===== config.mk =====
export PLATFORM = sky130hd
export DESIGN_NAME = hazard_detection_unit
export DESIGN_NICKNAME = d
export VERILOG_FILES = /design/src/rtl/hazard_detection_unit.sv
export SDC_FILE = /design/constraint.sdc
export NUM_CORES = 1
export LEC_CHECK = 0
export ABC_AREA = 1
export CAP_MARGIN = 40
export CELL_PAD_IN_SITES_DETAIL_PLACEMENT = 1
export CELL_PAD_IN_SITES_GLOBAL_PLACEMENT = 2
export CORE_MARGIN = 8
export CORE_UTILIZATION = 28
export DETAILED_ROUTE_END_ITERATION = 8
export PLACE_DENSITY = 0.89
export REMOVE_ABC_BUFFERS = 1
export SYNTH_ARGS = -nofsm -noshare
export SYNTH_HDL_FRONTEND = slang
export SYNTH_SLANG_ARGS = --single-unit

===== constraint.sdc =====
create_clock -name clk -period 1.9 [get_ports clk]
set_input_delay 0.38 -clock clk [delete_from_list [all_inputs] [get_ports clk]]
set_output_delay 0.38 -clock clk [all_outputs]
set_load 0.01 [all_outputs]

===== src/rtl/hazard_detection_unit.sv =====
// Stall/flush controller for a 5-stage RISC-V pipeline: load-use, taken-branch and dmem-wait hazards,
// with saturating stall statistics and a sticky error flag.
module hazard_detection_unit #(
  parameter int REG_ADDR_W = 5,
  parameter int CNT_W      = 16,
  parameter int MAX_WAIT   = 64
) (
  input  logic                  clk,
  input  logic                  rst_n,
  input  logic [REG_ADDR_W-1:0] IFID_rs1,
  input  logic [REG_ADDR_W-1:0] IFID_rs2,
  input  logic                  IFID_use_rs1,
  input  logic                  IFID_use_rs2,
  input  logic [REG_ADDR_W-1:0] IDEX_rd,
  input  logic                  IDEX_MemRead,
  input  logic                  branch_taken,
  input  logic                  dmem_req,
  input  logic                  dmem_ready,
  input  logic                  cnt_clr,
  output logic                  PCWrite,
  output logic                  IFID_Write,
  output logic                  IFID_Flush,
  output logic                  IDEX_Hold,
  output logic                  IDEX_Bubble,
  output logic                  EXMEM_Hold,
  output logic [1:0]            hz_state,
  output logic [CNT_W-1:0]      lu_cnt,
  output logic [CNT_W-1:0]      mw_cnt,
  output logic [CNT_W-1:0]      fl_cnt,
  output logic                  hz_err
);

  localparam int WAIT_W = $clog2(MAX_WAIT + 1);
  localparam logic [CNT_W-1:0]  CNT_MAX  = '1;
  localparam logic [WAIT_W-1:0] WAIT_MAX = WAIT_W'(MAX_WAIT);
  localparam logic [WAIT_W-1:0] WAIT_TRIP = WAIT_W'(MAX_WAIT - 1);

  typedef enum logic [1:0] {
    ST_RUN        = 2'b00,
    ST_LOAD_STALL = 2'b01,
    ST_MEM_WAIT   = 2'b10,
    ST_FLUSH      = 2'b11
  } hz_state_e;

  hz_state_e         state_q, state_d;
  logic [WAIT_W-1:0] wait_cnt_q, wait_cnt_d;
  logic [CNT_W-1:0]  lu_cnt_q, lu_cnt_d;
  logic [CNT_W-1:0]  mw_cnt_q, mw_cnt_d;
  logic [CNT_W-1:0]  fl_cnt_q, fl_cnt_d;
  logic              hz_err_q, hz_err_d;

  logic lu, mw, fl_act, lu_act, err_set;

  always_comb begin
    lu = IDEX_MemRead && (IDEX_rd != '0) &&
         ((IFID_use_rs1 && (IDEX_rd == IFID_rs1)) || (IFID_use_rs2 && (IDEX_rd == IFID_rs2)));
    mw     = dmem_req && !dmem_ready;
    fl_act = branch_taken && !mw;
    lu_act = lu && !mw && !branch_taken;
  end

  // Enables follow current inputs; reset forces a NOP into IF/ID and ID/EX.
  always_comb begin
    PCWrite     = 1'b1;
    IFID_Write  = 1'b1;
    IFID_Flush  = 1'b0;
    IDEX_Hold   = 1'b0;
    IDEX_Bubble = 1'b0;
    EXMEM_Hold  = 1'b0;
    if (!rst_n) begin
      PCWrite     = 1'b0;
      IFID_Write  = 1'b0;
      IFID_Flush  = 1'b1;
      IDEX_Bubble = 1'b1;
    end else if (mw) begin
      PCWrite    = 1'b0;
      IFID_Write = 1'b0;
      IDEX_Hold  = 1'b1;
      EXMEM_Hold = 1'b1;
    end else if (branch_taken) begin
      IFID_Flush  = 1'b1;
      IDEX_Bubble = 1'b1;
    end else if (lu) begin
      PCWrite     = 1'b0;
      IFID_Write  = 1'b0;
      IDEX_Bubble = 1'b1;
    end
  end

  always_comb begin
    state_d    = ST_RUN;
    wait_cnt_d = '0;
    lu_cnt_d   = lu_cnt_q;
    mw_cnt_d   = mw_cnt_q;
    fl_cnt_d   = fl_cnt_q;
    if (mw)          state_d = ST_MEM_WAIT;
    else if (branch_taken) state_d = ST_FLUSH;
    else if (lu)     state_d = ST_LOAD_STALL;

    // Saturate so a stuck memory cannot wrap the counter and re-arm the timeout.
    if (mw) wait_cnt_d = (wait_cnt_q == WAIT_MAX) ? wait_cnt_q : wait_cnt_q + WAIT_W'(1);

    // A repeated load-use right after a bubble means the load never left ID/EX.
    err_set  = (mw && (wait_cnt_q == WAIT_TRIP)) || (lu && (state_q == ST_LOAD_STALL));
    hz_err_d = hz_err_q || err_set;

    if (lu_act && (lu_cnt_q != CNT_MAX)) lu_cnt_d = lu_cnt_q + CNT_W'(1);
    if (mw     && (mw_cnt_q != CNT_MAX)) mw_cnt_d = mw_cnt_q + CNT_W'(1);
    if (fl_act && (fl_cnt_q != CNT_MAX)) fl_cnt_d = fl_cnt_q + CNT_W'(1);

    if (cnt_clr) begin
      lu_cnt_d = '0;
      mw_cnt_d = '0;
      fl_cnt_d = '0;
      hz_err_d = 1'b0;
    end
  end

  always_ff @(posedge clk or negedge rst_n) begin
    if (!rst_n) begin
      state_q    <= ST_RUN;
      wait_cnt_q <= '0;
      lu_cnt_q   <= '0;
      mw_cnt_q   <= '0;
      fl_cnt_q   <= '0;
      hz_err_q   <= 1'b0;
    end else begin
      state_q    <= state_d;
      wait_cnt_q <= wait_cnt_d;
      lu_cnt_q   <= lu_cnt_d;
      mw_cnt_q   <= mw_cnt_d;
      fl_cnt_q   <= fl_cnt_d;
      hz_err_q   <= hz_err_d;
    end
  end

  assign hz_state = state_q;
  assign lu_cnt   = lu_cnt_q;
  assign mw_cnt   = mw_cnt_q;
  assign fl_cnt   = fl_cnt_q;
  assign hz_err   = hz_err_q;

endmodule


==> impl_metrics.ini <==
[outcome]
status = finished clean

[detailed_routing]
drt_iter0_drc = 122
dr.pass1.iters = 4
via_per_inst = 4.73
via_count = 3899
routed_wl_mm = 12.7
wire_per_inst_um = 15.4
drtAntennaViolNets = 0
route.detailed.drc = 0

[global_routing]
grt_pass1_wl_mm = 21.8
grt_max_degree = 39
antenna_found_initial = 0
grt-ovfl-total = 0
gr-usage-all-layers_pct = 15.2
grt_pass1_vias = 4275

[setup_path]
path_class = input pin to primary output
crit_arrival_ns = 1.46
end_kind = primary output
cp-start-kind = input pin
crit_required_ns = 1.52
cp_max_fo = 2

[synth]
ys_seq_elements = 58
synthXorXnorAreaFrac_pct = 5.89
synthMuxAreaShare_pct = 0
ys_types = 30
synth-compound-area-share_pct = 5.86
ys_top_cells_by_area = dfrtp_1 (39%), nand2_1 (15%), nor2_1 (7.5%)
synth_cells = 529
synth_top_family_by_area = simple AND/OR/NAND/NOR gates
synth_fa_ha_area_share_pct = 1.68
avgSynthCellArea_um2 = 7.02
yosys.area.top_type = dfrtp_1
yosysSeqAreaShare_pct = 39.1
yosysTopAreaCellShare_pct = 39.1
yosys_warnings = 0
netlist_area_um2 = 3720
synth_simple_gate_area_share_pct = 38.5

[sta]
hold_viol = 0
setup_tns_ns = 0
finalSetupViolCount = 0
clock_skew_ns = 0.00953
min_period_ns = 1.84
slew_violations = 0
finalCritPeriodShare_pct = 96.7
maxSlewHeadroom_pct = 65.6
tightest_slew_ns = 0.515
max_freq_mhz = 545

[placed_design]
gp_congestion = 0.844
port-buffer-count = 80
dpl.hpwl_mm = 9.44

[run]
drv_cap = 0

[floorplan]
core-area_um2 = 13100
die_h_um = 131
rows = 42
io_pins = 81
die-area_um2 = 17200
die_w_um = 131
initial_core_util_pct = 28.4

[final_layout]
layout_common_cells = nand2_1 (149), nor2_1 (65), inv_1 (58), dfrtp_1 (58), clkdlybuf4s50_1 (56)
num-nets-final = 672
antennaDiodeCount = 0
drive_above_1_share_pct = 15.1
nFillCells = 1613
area_growth_pct = 42.2
mostFrequentLayoutCell = nand2_1

[clock_tree]
clk_pin_slew_ns = 0.05
cts_made_buffers = 9
cts.path.max_buffers = 2
root_buffer = clkbuf_16
cts_tree = yes
insertion_delay_ns = 0.33
cts.sinks = 58
htree_levels = 3

[worst_hold_path]
hold_path.class = input pin to asynchronous set/reset pin

[power]
power.density_nw_per_um2 = 630
ir_drop_mv = 0.310
power_w = 0.00333
p_leak_nw = 2.42
==> layer usage <==
layer | global-route usage, % | vias to the layer above | wire length (um)
met5 | 0 | - | 0
met4 | 4.00 | 0 | 122
met3 | 2.52 | 9 | 321
met2 | 26.6 | 60 | 6420
met1 | 18.8 | 1900 | 5860
li1 | - | 1930 | -
==> sequential cells by signal (all words and copies together), names as in the netlist <==
register / cells
hz_err: 1
wait_cnt_q: 7
hz_state: 2
fl_cnt: 16
lu_cnt: 16
mw_cnt: 16
==> report_power, final <==
part,total (W),internal [W],switching (W),leakage [nW]
clock network,0.00165,0.00109,0.000568,0.147
registers,0.00128,0.00126,0.0000231,0.800
logic,0.000395,0.000172,0.000223,1.47
==> logic make-up after synthesis <==
| kind of cell | after synthesis |
|---|---|
| compound gates | 39 |
| simple gates | 322 |
| flops | 58 |
| xor+xnor | 25 |
| buf+inv | 80 |
| fa+ha+maj | 5 |
==> layout make-up <==
| class | instances | area (um^2) | share of cell area (%) |
|---|---|---|---|
| Clock buffer | 14 | 264 | 5.00 |
| Clock inverter | 2 | 35.0 | 0.663 |
| Inverter | 66 | 251 | 4.76 |
| Timing Repair Buffer | 117 | 1070 | 20.3 |
| Multi-Input combinational cell | 391 | 1990 | 37.7 |
| Sequential cell | 58 | 1450 | 27.5 |
| Tap cell | 176 | 220 | 4.17 |
==> cell usage after synthesis <==
cell type,number
a21oi_1,15
buf_2,4
buf_4,4
buf_6,2
clkbuf_1,4
dfrtp_1,58
ha_1,5
inv_1,65
inv_2,1
nand2_1,151
nand2_2,2
nand2_4,3
nand3_1,51
nand3_2,2
nand3b_1,2
nand4_1,15
nand4_4,1
nor2_1,74
nor2_2,2
nor2_4,2
nor3_1,12
nor3_2,1
nor3b_1,3
nor4_1,1
o21ai_0,13
o21ai_1,2
o21bai_1,1
o31ai_1,8
xnor2_1,2
xor2_1,23
==> final timing paths <==
| check | depth (start not counted) | slack, ns | endpoint | startpoint |
|---|---|---|---|---|
| setup / recovery | 11 | 0.06 | IFID_Write | IFID_rs2[2] |
| hold / removal | 2 | 0.18 | lu_cnt[0]$_DFFE_PN0P_ | rst_n |
| hold reg to reg | 1 | 0.52 | wait_cnt_q[5]$_DFFE_PN0P_ | wait_cnt_q[5]$_DFFE_PN0P_ |
| min in group clk | 1 | 0.52 | wait_cnt_q[5]$_DFFE_PN0P_ | wait_cnt_q[5]$_DFFE_PN0P_ |
| setup reg to reg | 9 | 0.16 | mw_cnt[11]$_DFFE_PN0P_ | mw_cnt[0]$_DFFE_PN0P_ |
| max in group asynchronous | 2 | 1.17 | hz_state[0]$_DFF_PN0_ | rst_n |
==> stage by stage <==
step | instances | worst slack [ns] | utilization (%) | hold WS, ns | area [um^2]
floorplan | 515 | 0.154 | - | 0.0844 | 3630
global placement | 802 | -0.660 | 37.5 | 0.257 | 4900
detailed placement | 802 | -0.708 | 37.5 | 0.259 | 4900
CTS | 822 | 0.00381 | 40.0 | 0.185 | 5240
global route | 824 | -0.0380 | 40.4 | 0.203 | 5290
finish | 824 | 0.0635 | 40.4 | 0.176 | 5290
==> what timing repair did <==
item                       in CTS  in global routing
hold buffers                    1                  0
pin swaps                      15                  7
hold endpoints to repair        1                  0
gates cloned                    0                  0
setup buffers                   3                  2
gates resized for setup        56                 28
setup endpoints to repair       6                 37
==> critical path, stage by stage <==
cell and delay, ns:
dlygate4sd2_1 0.22, inv_1 0.05, nand2_1 0.06, nand2_1 0.06
nor2_2 0.12, nand3_2 0.10, a21oi_2 0.16, nand2_1 0.08
nand3_2 0.06, inv_2 0.05, buf_6 0.11
(Power assumes the default switching activity.)
